[config.mk]
export PLATFORM = sky130hd
export DESIGN_NAME = div_iterative
export DESIGN_NICKNAME = d
export VERILOG_FILES = /design/src/rtl/div_iterative.sv
export SDC_FILE = /design/constraint.sdc
export NUM_CORES = 1
export LEC_CHECK = 0
export CAP_MARGIN = 10
export CORE_AREA = 2 2 139 141
export DETAILED_ROUTE_END_ITERATION = 10
export DIE_AREA = 0 0 141 143
export PLACE_DENSITY = 0.57
export SLEW_MARGIN = 30
export SYNTH_ARGS = -nofsm -noshare
export SYNTH_HDL_FRONTEND = slang
export SYNTH_SLANG_ARGS = --single-unit
[constraint.sdc]
create_clock -name clk -period 11.59 [get_ports clk]
set_input_delay 2.318 -clock clk [delete_from_list [all_inputs] [get_ports clk]]
set_output_delay 2.318 -clock clk [all_outputs]
set_load 0.02 [all_outputs]
[src/rtl/div_iterative.sv]
// Radix-2 restoring divider: one quotient bit per clock, one operation in flight, valid/ready on both ends.
// Define DIV_SIGNED_EN for two's-complement operands (truncating division, remainder follows the dividend's sign).
module div_iterative #(
  parameter int W  = 24,
  parameter int CW = 5
) (
  input  logic         clk,
  input  logic         rst,
  input  logic         in_valid,
  output logic         in_ready,
  input  logic [W-1:0] dividend,
  input  logic [W-1:0] divisor,
  output logic         out_valid,
  input  logic         out_ready,
  output logic [W-1:0] quotient,
  output logic [W-1:0] remainder,
  output logic         div_by_zero
);

  typedef enum logic [1:0] {IDLE, RUN, DONE} state_t;

  state_t        r_state;
  logic [CW-1:0] r_cnt;
  logic [W-1:0]  r_work;
  logic [W-1:0]  r_dvsr;
  logic [W:0]    r_prem;
  logic          r_in_ready;
  logic          r_out_valid;
  logic          r_dbz;
  logic [W-1:0]  r_quot;
  logic [W-1:0]  r_rem;

  logic [W-1:0]  w_a_mag;
  logic [W-1:0]  w_b_mag;
  logic [W+1:0]  w_shift;
  logic [W+1:0]  w_diff;
  logic          w_ge;
  logic [W:0]    w_prem_nxt;
  logic [W-1:0]  w_work_nxt;
  logic          w_last;
  logic [W-1:0]  w_q_fin;
  logic [W-1:0]  w_r_fin;

  // The extra top bit of the shift keeps the trial subtraction's sign visible.
  assign w_shift    = {r_prem, r_work[W-1]};
  assign w_diff     = w_shift - {2'b00, r_dvsr};
  assign w_ge       = ~w_diff[W+1];
  assign w_prem_nxt = w_ge ? w_diff[W:0] : w_shift[W:0];
  assign w_work_nxt = {r_work[W-2:0], w_ge};
  assign w_last     = (r_cnt == CW'(W - 1));

`ifdef DIV_SIGNED_EN
  logic r_sign_q;
  logic r_sign_r;

  function automatic logic [W-1:0] f_neg_if(input logic [W-1:0] v, input logic neg);
    return neg ? (~v + 1'b1) : v;
  endfunction

  // The most-negative operand's magnitude still fits W unsigned bits.
  assign w_a_mag = f_neg_if(dividend, dividend[W-1]);
  assign w_b_mag = f_neg_if(divisor, divisor[W-1]);
  assign w_q_fin = r_dbz ? '1 : f_neg_if(w_work_nxt, r_sign_q);
  assign w_r_fin = f_neg_if(w_prem_nxt[W-1:0], r_sign_r);

  always_ff @(posedge clk) begin
    if (r_state == IDLE && in_valid) begin
      r_sign_q <= dividend[W-1] ^ divisor[W-1];
      r_sign_r <= dividend[W-1];
    end
  end
`else
  assign w_a_mag = dividend;
  assign w_b_mag = divisor;
  assign w_q_fin = w_work_nxt;
  assign w_r_fin = w_prem_nxt[W-1:0];
`endif

  always_ff @(posedge clk) begin
    if (rst) begin
      r_state     <= IDLE;
      r_cnt       <= '0;
      r_quot      <= '0;
      r_rem       <= '0;
      r_dbz       <= 1'b0;
      r_out_valid <= 1'b0;
      r_in_ready  <= 1'b1;
    end else begin
      case (r_state)
        IDLE: begin
          if (in_valid) begin
            r_work     <= w_a_mag;
            r_dvsr     <= w_b_mag;
            r_prem     <= '0;
            r_dbz      <= (divisor == '0);
            r_cnt      <= '0;
            r_state    <= RUN;
            r_in_ready <= 1'b0;
          end
        end
        RUN: begin
          r_work <= w_work_nxt;
          r_prem <= w_prem_nxt;
          r_cnt  <= r_cnt + 1'b1;
          if (w_last) begin
            r_state     <= DONE;
            r_out_valid <= 1'b1;
            r_quot      <= w_q_fin;
            r_rem       <= w_r_fin;
          end
        end
        DONE: begin
          if (out_ready) begin
            r_state     <= IDLE;
            r_out_valid <= 1'b0;
            r_in_ready  <= 1'b1;
          end
        end
        default: begin
          r_state     <= IDLE;
          r_out_valid <= 1'b0;
          r_in_ready  <= 1'b1;
        end
      endcase
    end
  end

  assign in_ready    = r_in_ready;
  assign out_valid   = r_out_valid;
  assign quotient    = r_quot;
  assign remainder   = r_rem;
  assign div_by_zero = r_dbz;

endmodule

# Yosys cells after proc, flatten, opt, wreduce, memory -nomap -nowiden

Cells that the tools add are included.

Register bits after elaboration: 131
Bits of input ports: 52
Output and inout bits: 51
Logic and storage cells: 50

$add $sub $neg: 2
Equal/unequal tests: 6
Muxes and demuxes: 17
Bitwise gates (word level): 4
Reductions and logical operators: 11

Operators with widths:

| kind                | count |
|---|---|
| $mux 25             | 2 |
| $pmux 25 s2         | 1 |
| $pmux 24 s2         | 1 |
| $sub 26x24->26      | 1 |
| $logic_not 24->1    | 1 |
| $mux 24             | 1 |
| $reduce_and 3->1    | 5 |
| $pmux 5 s2          | 1 |
| $mux 2              | 3 |
| $ne 2x2->1 const B  | 3 |
| $pmux 1 s3          | 2 |
| $pmux 2 s3          | 1 |
| $reduce_and 2->1    | 3 |
| $add 5x1->5 const B | 1 |
| $eq 5x5->1 const B  | 1 |
| $mux 5              | 1 |
| $mux 1              | 4 |
| $not 1->1           | 4 |
| $eq 2x1->1 const B  | 1 |
| $eq 2x2->1 const B  | 1 |
| $logic_not 2->1     | 1 |
| $reduce_bool 2->1   | 1 |

# Depth between registers and ports, before layout

Gate-level depths: netlist of the first run.

Word-level depth: 3
Mapped depth: 12
Mapped depth without buffers: 11

# Worst setup path after synthesis of the first run

No wires, ideal clock.

Kind: input port to flip-flop
Start: input rst
End: register r_prem[0], enable pin
Library setup time: 456 ps
Data arrival time: 4806 ps
Required time: 11134 ps
Path slack: 6328 ps
Stages on the path: 3
Path through: clkbuf_1 -> clkbuf_1 -> nor2_1

Cells in the longest elaborated chain, start to end: 2

RTL lines:

| what                       | line | text |
|---|---|---|
| from (decl)                | 8    | `input logic rst,` |
| $not 1->1 (no line)        | n/a  |  |
| $reduce_and 3->1 (no line) | n/a  |  |
| to (signal assigned)       | 103  | `r_prem <= w_prem_nxt;` |
| to (decl)                  | 26   | `logic [W:0] r_prem;` |

No other way between the ends.
A chain may end at the register's enable or synchronous reset.

# Worst setup path after layout of the first run

Start: register r_rem[16], in the netlist remainder[16]
End: output remainder[16]

RTL lines:

| what                   | line | text |
|---|---|---|
| from (decl)            | 31   | `logic [W-1:0] r_rem;` |
| from (signal assigned) | 109  | `r_rem <= w_r_fin;` |
| to (decl)              | 16   | `output logic [W-1:0] remainder,` |

No word-level cell between the ends.

==> impl_metrics.env, run 1 <==
export IMPL_outcome="completed"
export IMPL_hold_viol_final=0
export IMPL_ant_nets=0
export IMPL_fin_worst_skew_ns=0.00808
export IMPL_synth_cell_type_count=56
export IMPL_async_flop_share_pct=0
export IMPL_final_cell_mix="nand2_1 (143), clkdlybuf4s50_1 (101), edfxtp_1 (73)"
export IMPL_maxSlewHeadroom_pct=49.8
export IMPL_power_leakage_uw=0.00318
export IMPL_tightest_slew_ns=0.753
export IMPL_syn_cell_area_mm2=0.00641
export IMPL_grt_max_degree=72
export IMPL_cts_sinks=131
export IMPL_path_delay_family="buffers and inverters"
export IMPL_root_buffer="clkbuf_16"
export IMPL_grt_util_all_layers_pct=15.5
export IMPL_fmax_ghz=0.265
export IMPL_powerDensity_mw_per_mm2=155
export IMPL_synthFlopType="edfxtp_1"
export IMPL_diodes=0
export IMPL_drt_initial_drc_count=261
export IMPL_synthTopCellsByArea="edfxtp_1 (34%), dfxtp_1 (18%), nand2_1 (8.4%), ha_1 (4.9%), a21oi_1 (4.5%)"
export IMPL_antenna_found_initial=0
export IMPL_max_cap_viol_count=0
export IMPL_layout_cells_non_filler=1000
export IMPL_dr_total_vias=4927
export IMPL_worstPathRequired_ns=9.27
export IMPL_clkTransAtPathRegs_ns=0.06
export IMPL_synth_top_area_share_pct=34.2
export IMPL_finalInstanceArea_mm2=0.00825
export IMPL_syn_area_per_cell_um2=9.66
export IMPL_crit_arrival_ns=1.45
export IMPL_worstPathMaxFanout=2
export IMPL_htree_levels=4
export IMPL_synth_area_leader_cell="edfxtp_1"
export IMPL_dp_hpwl_um=10600
export IMPL_grt_setup_unrepaired="no"
export IMPL_synthSimpleGateAreaFrac_pct=17.0
export IMPL_dp_cells=968
export IMPL_die_w_um=141
export IMPL_crit_buf_inv=1
export IMPL_cts_tree="done"
export IMPL_fin_crit_sh_pct=32.5
export IMPL_cts_resized=0
export IMPL_dr_pass1_iters=4
export IMPL_synth_compound_area_share_pct=14.4
export IMPL_totalNegativeSetupSlack_ns=0
export IMPL_crit_slowest_cell="clkdlybuf4s50_1"
export IMPL_wl_um=15100
export IMPL_start_kind="register"
export IMPL_fp_dieH_um=143
export IMPL_remaining_drc_errors=0
export IMPL_drive_gt1_share_pct=7.44
export IMPL_globalplace_congestion=0.883
export IMPL_critPathKind="reg2out"
export IMPL_ys_seq_elements=131
export IMPL_pin_count=103
export IMPL_placed_area_mm2=0.00762
export IMPL_io_buffers=102
export IMPL_post_cts_buffers=0
export IMPL_synth_top_family_by_area="simple AND/OR/NAND/NOR gates"
export IMPL_postSynthCellCount=663
export IMPL_drv_slew=0
export IMPL_grt_ovfl_total=0
export IMPL_grt_pass1_vias=4867
export IMPL_final_common_cell="nand2_1"
export IMPL_muxShareOfSynthArea_pct=3.38
export IMPL_die_area_mm2=0.0202
export IMPL_setup_violations=0
export IMPL_area_growth_pct=28.8
export IMPL_finalCriticalPeriod_ns=3.77
export IMPL_synthAdderAreaFrac_pct=5.20
export IMPL_core_mm2=0.0186
export IMPL_ys_seq_area_share_pct=52.3
export IMPL_grt_pass1_wl_um=24500
export IMPL_cp_end_kind="primary output"
export IMPL_fp_row_count=50
export IMPL_synth_warnings=0
export IMPL_clock_latency_ns=0.42
export IMPL_postCtsHoldBufs=0
export IMPL_initial_core_util_pct=34.5
export IMPL_max_stage_delay_ns=0.63
export IMPL_vias_per_cell=4.93
export IMPL_hp_class="reg2reg"
export IMPL_synth_xor_area_share_pct=3.44
export IMPL_synth_edf_count=73
export IMPL_ir_worst_vdd_v=0.000103
export IMPL_path_cells="clkdlybuf4s50_1"
export IMPL_wl_per_cell_um=15.1
export IMPL_power_uw=1280
export IMPL_synth_fp_nets=741
export IMPL_cts_buffers=17
export IMPL_nets=831
export IMPL_postLayoutCoreUtil_pct=44.4
export IMPL_clockBufferDepth=2
## per-stage QoR
step	setup slack [ns]	hold slack, ns
after global placement	7.35	0.449
after detailed placement	7.48	0.448
after CTS	7.79	0.455
after floorplan	6.33	0.492
after global routing	7.76	0.478
final	7.82	0.451
## state kept, by name, indices dropped and copies added (netlist names), 2 cells and up
name       cells
remainder     24
r_work        24
r_state        2
r_dvsr        24
quotient      24
r_cnt          5
r_prem        25
## area by class of cell
type	count	area (um^2)
well taps	234	293
clock buffers	24	513
inverters	30	113
fillers	1734	10300
multi-input cells	467	2810
repair buffers	106	1050
clock inverters	8	119
flip-flops and latches	131	3350
## worst register-to-register path: cells and delay by family, from the launching register on
family	cells	cell delay, ns
compound gates	4	0.90
mux	1	0.44
buf+inv	1	0.43
flops	1	0.40
fa+ha+maj	1	0.36
simple gates	2	0.26
xor+xnor	1	0.14
## logic make-up after synthesis
kind of cell	count (synthesis)
and+or+nand+nor	256
AOI/OAI and AO/OA	141
DFF	131
buffers and inverters	65
adders and majority gates	26
xor gates and xnor gates	23
muxes	21
## per-layer routing
| layer | track usage, % | vias to the layer above | share of wire [%] | routed length, um |
|---|---|---|---|---|
| li1 | - | 2506 | - | - |
| met1 | 19.8 | 2312 | 46 | 6930 |
| met2 | 25.6 | 95 | 49 | 7410 |
| met3 | 4.06 | 14 | 4.1 | 614 |
| met4 | 5.21 | 0 | 1.0 | 153 |
| met5 | 0 | - | 0 | 0 |
## synthesized netlist by cell type (6+ instances only)
library cell,n
xor2_1,12
a31oi_1,7
nor4_1,6
clkbuf_1,27
mux2i_1,19
a21o_1,8
nand2b_1,8
o21ai_0,10
dfxtp_1,58
nor3_1,7
a21oi_1,58
nand2_1,144
inv_1,30
nor2_1,66
xnor2_1,10
edfxtp_1,73
a211oi_1,22
ha_1,25
## report_power, final
part	internal [uW]	switching, uW
Clock	373	196
Sequential	515	9.95
Combinational	75.7	107
Total	964	313
## worst paths after layout
check	slack [ns]	cells after the start	to	startpoint
worst max-delay path	7.82	1	remainder[16]	remainder[16]$_SDFFE_PP0P_
worst min-delay path	0.45	2	quotient[5]$_SDFFE_PP0P_	quotient[5]$_SDFFE_PP0P_
worst max register to register	8.39	10	r_prem[19]$_SDFFCE_PN0P_	r_prem[15]$_SDFFCE_PN0P_
worst min register to register	0.45	2	quotient[5]$_SDFFE_PP0P_	quotient[5]$_SDFFE_PP0P_
(Power assumes the default switching activity.)
==> inputs of run 2 (changes only) <==
clock period = 3.8 ns   (was 11.59 ns; I/O delays follow)
==> run 2 against run 1 <==
  * Core utilization is 0.24 points higher
  * Clock power grew to 3.0 times the previous value
  * Wire length is 6.2% higher
  * Critical path type is now reg2reg
  * Combinational power grew to 3.2 times the previous value
  * Flip-flop and latch count stayed put
  * Count of clock-buffer cells in the layout is 1 lower
  * Sequential power grew to 3.0 times the previous value
  * Final cell count is 0.40% higher
  * Worst setup slack worse by 7.2 ns
==> impl_metrics.env, run 2 (synthesized netlist as in run 1, its figures left out) <==
export IMPL_final_common_cell="nand2_1"
export IMPL_grt_ovfl_total=0
export IMPL_wl_per_cell_um=16.0
export IMPL_remaining_drc_errors=0
export IMPL_max_cap_viol_count=0
export IMPL_root_buffer="clkbuf_16"
export IMPL_rr_worst_depth=11
export IMPL_finalInstanceArea_mm2=0.00829
export IMPL_post_cts_buffers=0
export IMPL_pin_count=103
export IMPL_die_w_um=141
export IMPL_use_met3_pct=3.45
export IMPL_maxSlewHeadroom_pct=52.9
export IMPL_hp_class="reg2reg"
export IMPL_drive_gt1_share_pct=8.05
export IMPL_top_usage_layer="met2"
export IMPL_cts_sinks=131
export IMPL_power_frac_seq_pct=41.1
export IMPL_holdWs_ns=0.452
export IMPL_hold_depth=2
export IMPL_largest_reg_flops=25
export IMPL_ant_nets=0
export IMPL_cts_buffers=17
export IMPL_hold_viol_final=0
export IMPL_placed_area_mm2=0.00766
export IMPL_start_kind="register"
export IMPL_dr_total_vias=4969
export IMPL_nets=835
export IMPL_postCtsHoldBufs=0
export IMPL_globalplace_congestion=0.862
export IMPL_fin_worst_skew_ns=0.00624
export IMPL_p_int_uw=2910
export IMPL_wl_um=16000
export IMPL_pwr_share_comb_pct=14.9
export IMPL_grtUsageMet2_pct=26.5
export IMPL_fp_dieH_um=143
export IMPL_totalNegativeSetupSlack_ns=0
export IMPL_crit_slowest_cell="xnor2_4"
export IMPL_p_sw_share_pct=25.2
export IMPL_clockBufferDepth=2
export IMPL_initial_core_util_pct=34.5
export IMPL_grt_met1_usage_pct=21.3
export IMPL_fmax_ghz=0.312
export IMPL_ir_worst_vdd_v=0.000336
export IMPL_critPathKind="reg2reg"
export IMPL_antenna_found_initial=0
export IMPL_crit_arrival_ns=3.35
export IMPL_final_cell_mix="nand2_1 (143), clkdlybuf4s50_1 (101), edfxtp_1 (73)"
export IMPL_dp_cells=972
export IMPL_path_cells="ha_1, nand2_1, nor3_2, o2111ai_1, nand3_2, a311oi_4, xnor2_4, buf_16, buf_4, mux2i_1, nor2_1"
export IMPL_cp_end_kind="register"
export IMPL_fp_row_count=50
export IMPL_io_buffers=102
export IMPL_power_frac_clock_pct=44.0
export IMPL_worstPathMaxFanout=18
export IMPL_power_uw=3900
export IMPL_grt_pass1_vias=4936
export IMPL_drv_slew=0
export IMPL_cts_resized=0
export IMPL_fin_crit_sh_pct=84.5
export IMPL_core_mm2=0.0186
export IMPL_cts_tree="done"
export IMPL_die_area_mm2=0.0202
export IMPL_regMostFlops="r_prem"
export IMPL_htree_levels=4
export IMPL_grt_pass1_wl_um=25400
export IMPL_drt_initial_drc_count=244
export IMPL_tightest_slew_ns=0.706
export IMPL_outcome="completed"
export IMPL_clkTransAtPathRegs_ns=0.06
export IMPL_grt_max_degree=53
export IMPL_diodes=0
export IMPL_layout_cells_non_filler=1004
export IMPL_clock_latency_ns=0.42
export IMPL_grt_setup_unrepaired="no"
export IMPL_power_leakage_uw=0.00319
export IMPL_worstPathRequired_ns=3.95
export IMPL_finalCriticalPeriod_ns=3.21
export IMPL_max_stage_delay_ns=0.48
export IMPL_vias_per_cell=4.95
export IMPL_switchingPower_uw=982
export IMPL_dp_hpwl_um=11300
export IMPL_grt_util_all_layers_pct=16.5
export IMPL_setup_violations=0
export IMPL_powerDensity_mw_per_mm2=470
export IMPL_area_growth_pct=29.5
export IMPL_dr_pass1_iters=5
## run 2: cell count changes in the layout (fill, tap and decap cells not counted), sizes merged
cell      delta
bufinv       -1
clkinvlp     +2
buf          +4
clkbuf       -1
## run 2: final cells by class
class	count	area, um^2
Clock buffer	23	520
Clock inverter	9	114
Fill cell	1803	10300
Inverter	30	113
Multi-Input combinational cell	467	2810
Sequential cell	131	3350
Tap cell	234	293
Timing Repair Buffer	110	1100
## run 2: per-layer routing
layer  part of all wire, %  vias up
li1                      -     2509
met1                    46     2356
met2                    49       94
met3                   3.5       10
met4                   1.2        0
met5                     0        -
## run 2: power groups by stage
stage / logic, uW / registers [uW] / clock network (uW)
6_report: 581 / 1600 / 1710
2_1_floorplan: 405 / 1620 / 0
3_3_place_gp: 563 / 1630 / 0
4_1_cts: 583 / 1600 / 1750
5_1_grt: 642 / 1610 / 1820
3_5_place_dp: 580 / 1630 / 0
## run 2: worst paths after layout
| check | from | end | slack, ns |
|---|---|---|---|
| min | quotient[9]$_SDFFE_PP0P_ | quotient[9]$_SDFFE_PP0P_ | 0.45 |
| max | r_prem[15]$_SDFFCE_PN0P_ | r_prem[7]$_SDFFCE_PN0P_ | 0.59 |
| min reg2reg | quotient[9]$_SDFFE_PP0P_ | quotient[9]$_SDFFE_PP0P_ | 0.45 |
| max reg2reg | r_prem[15]$_SDFFCE_PN0P_ | r_prem[7]$_SDFFCE_PN0P_ | 0.59 |
## run 2: critical path: cells and delay by family, from the launching register on
family	cells	cell delay (ns)
xor gates and xnor gates	1	0.48
DFF	1	0.40
and+or+nand+nor	4	0.67
adders and majority gates	1	0.38
buffers and inverters	2	0.42
muxes	1	0.29
AOI/OAI and AO/OA	2	0.28
## run 2: per-stage QoR
stage	worst slack, ns	utilization (%)
floorplan	0.0961	-
global placement	0.391	41.0
detailed placement	0.596	41.2
CTS	0.598	44.6
global route	0.385	44.6
finish	0.591	44.6
==> inputs of run 3 (changes only) <==
clock period = 3.2 ns   (was 3.8 ns; I/O delays follow)
==> run 3 against run 2 <==
  * Register-to-register slack got worse by 0.40 ns
  * Non-clock buffer count increased by 14
  * Core utilization increased by 0.59 points
  * Global-route usage increased by 0.23 points
  * Via count increased by 2.4%
  * Count of clock-buffer cells in the layout decreased by 6
  * Fmax increased by 6.5%
  * Wire length increased by 1.0%
  * Worst hold slack about the same
  * Clock skew increased by 0.0070 ns
  * Combinational power increased by 26%
  * Sequential power increased by 19%
==> impl_metrics.env, run 3 (synthesized netlist as in run 1, its figures left out) <==
export IMPL_clockBufferDepth=2
export IMPL_ant_nets=0
export IMPL_max_stage_delay_ns=0.41
export IMPL_initial_core_util_pct=34.5
export IMPL_drt_initial_drc_count=243
export IMPL_tightest_slew_ns=0.674
export IMPL_maxSlewHeadroom_pct=55.1
export IMPL_fp_dieH_um=143
export IMPL_route_met3_wl_um=704
export IMPL_io_buffers=102
export IMPL_start_kind="register"
export IMPL_dr_total_vias=5088
export IMPL_diodes=0
export IMPL_final_common_cell="nand2_1"
export IMPL_setup_violations=0
export IMPL_clock_latency_ns=0.43
export IMPL_largest_reg_flops=25
export IMPL_root_buffer="clkbuf_16"
export IMPL_seq_area_mm2=0.00335
export IMPL_cts_buffers=17
export IMPL_hold_viol_final=0
export IMPL_drv_slew=0
export IMPL_cp_common_cell="a21oi_1"
export IMPL_crit_arrival_ns=3.16
export IMPL_holdWs_ns=0.452
export IMPL_die_area_mm2=0.0202
export IMPL_cts_sinks=131
export IMPL_cts_tree="done"
export IMPL_grt_pass1_vias=5029
export IMPL_placed_area_mm2=0.00776
export IMPL_fmax_ghz=0.332
export IMPL_vias_per_cell=5.00
export IMPL_area_growth_pct=31.2
export IMPL_wl_met2_um=7670
export IMPL_finalCriticalPeriod_ns=3.01
export IMPL_wl_per_cell_um=15.9
export IMPL_pin_count=103
export IMPL_fin_crit_sh_pct=94.2
export IMPL_layout_cells_non_filler=1018
export IMPL_postCtsHoldBufs=0
export IMPL_worstPathRequired_ns=3.35
export IMPL_regMostFlops="r_prem"
export IMPL_outcome="completed"
export IMPL_htree_levels=4
export IMPL_dp_cells=982
export IMPL_dr_pass1_iters=4
export IMPL_core_mm2=0.0186
export IMPL_path_cells="inv_1, ha_1, fa_1, nor2b_1, o2111ai_1, a21oi_1, o211ai_2, a211o_1, and3_1, o21ai_1, a21oi_1"
export IMPL_ir_worst_vdd_v=0.000363
export IMPL_globalplace_congestion=0.902
export IMPL_cp_end_kind="register"
export IMPL_nets=849
export IMPL_grt_ovfl_total=0
export IMPL_fin_worst_skew_ns=0.0132
export IMPL_fp_row_count=50
export IMPL_dp_hpwl_um=11500
export IMPL_clkTransAtPathRegs_ns=0.06
export IMPL_antenna_found_initial=0
export IMPL_fillers=1724
export IMPL_remaining_drc_errors=0
export IMPL_postLayoutCoreUtil_pct=45.2
export IMPL_totalNegativeSetupSlack_ns=0
export IMPL_final_cell_mix="nand2_1 (144), clkdlybuf4s50_1 (101), edfxtp_1 (73)"
export IMPL_power_leakage_uw=0.00326
export IMPL_wl_um=16200
export IMPL_finalInstanceArea_mm2=0.00840
export IMPL_powerDensity_mw_per_mm2=553
export IMPL_highest_layer="met4"
export IMPL_critPathKind="reg2reg"
export IMPL_crit_slowest_cell="fa_1"
export IMPL_grt_max_degree=72
export IMPL_grt_pass1_wl_um=26200
export IMPL_hp_class="reg2reg"
export IMPL_max_cap_viol_count=0
export IMPL_grt_util_all_layers_pct=16.7
export IMPL_drive_gt1_share_pct=9.57
export IMPL_worstPathMaxFanout=5
export IMPL_multi_input_area_mm2=0.00280
export IMPL_die_w_um=141
export IMPL_drt_met1_wl_um=7540
export IMPL_grt_setup_unrepaired="no"
run 3: area by class of cell:
cell class                      count  area share, %
Tap cell                          234           3.48
Multi-Input combinational cell    467           33.3
Sequential cell                   131           39.9
Clock inverter                     15           2.13
Clock buffer                       17           5.06
Timing Repair Buffer              124           14.8
Inverter                           30           1.34
run 3: routing by layer:
layer | up-vias | GRT usage (%)
met1 | 2421 | 21.8
met3 | 24 | 3.55
met5 | - | 0
met4 | 0 | 6.89
met2 | 100 | 27.1
li1 | 2543 | -
run 3: final timing paths:
kind	from	endpoint	slack [ns]	cells past startpoint
worst min-delay path	quotient[9]$_SDFFE_PP0P_	quotient[9]$_SDFFE_PP0P_	0.45	2
worst max-delay path	r_work[23]$_DFFE_PP_	r_prem[20]$_SDFFCE_PN0P_	0.19	11
worst min register to register	quotient[9]$_SDFFE_PP0P_	quotient[9]$_SDFFE_PP0P_	0.45	2
worst max register to register	r_work[23]$_DFFE_PP_	r_prem[20]$_SDFFCE_PN0P_	0.19	11
run 3: through the flow:
| step | power, uW | setup WS (ns) |
|---|---|---|
| after CTS | 4660 | 0.142 |
| after detailed placement | 2640 | 0.147 |
| after global routing | 4840 | 0.0694 |
| after global placement | 2630 | 0.226 |
| after floorplan | 2410 | 0.430 |
| final | 4650 | 0.186 |
run 3: where the power goes:
group | internal [uW] | switching [uW] | total, uW | leakage (uW)
logic | 320 | 410 | 730 | 0.00180
registers | 1860 | 37.3 | 1900 | 0.00117
clock network | 1230 | 784 | 2020 | 0.000296
run 3: timing repair:
action                     in CTS  in global routing
buffers inserted                0                  4
gates resized for setup         0                  0
setup endpoints to repair       0                 14
run 3: critical path: cells and delay by family (launching register included):
family                   cells  cell delay (ns)
adder cells (fa/ha/maj)      2             0.63
AND/OR/NAND/NOR              2             0.39
flip-flops                   1             0.35
AO/OA/AOI/OAI                6             1.29
buffers and inverters        1             0.07
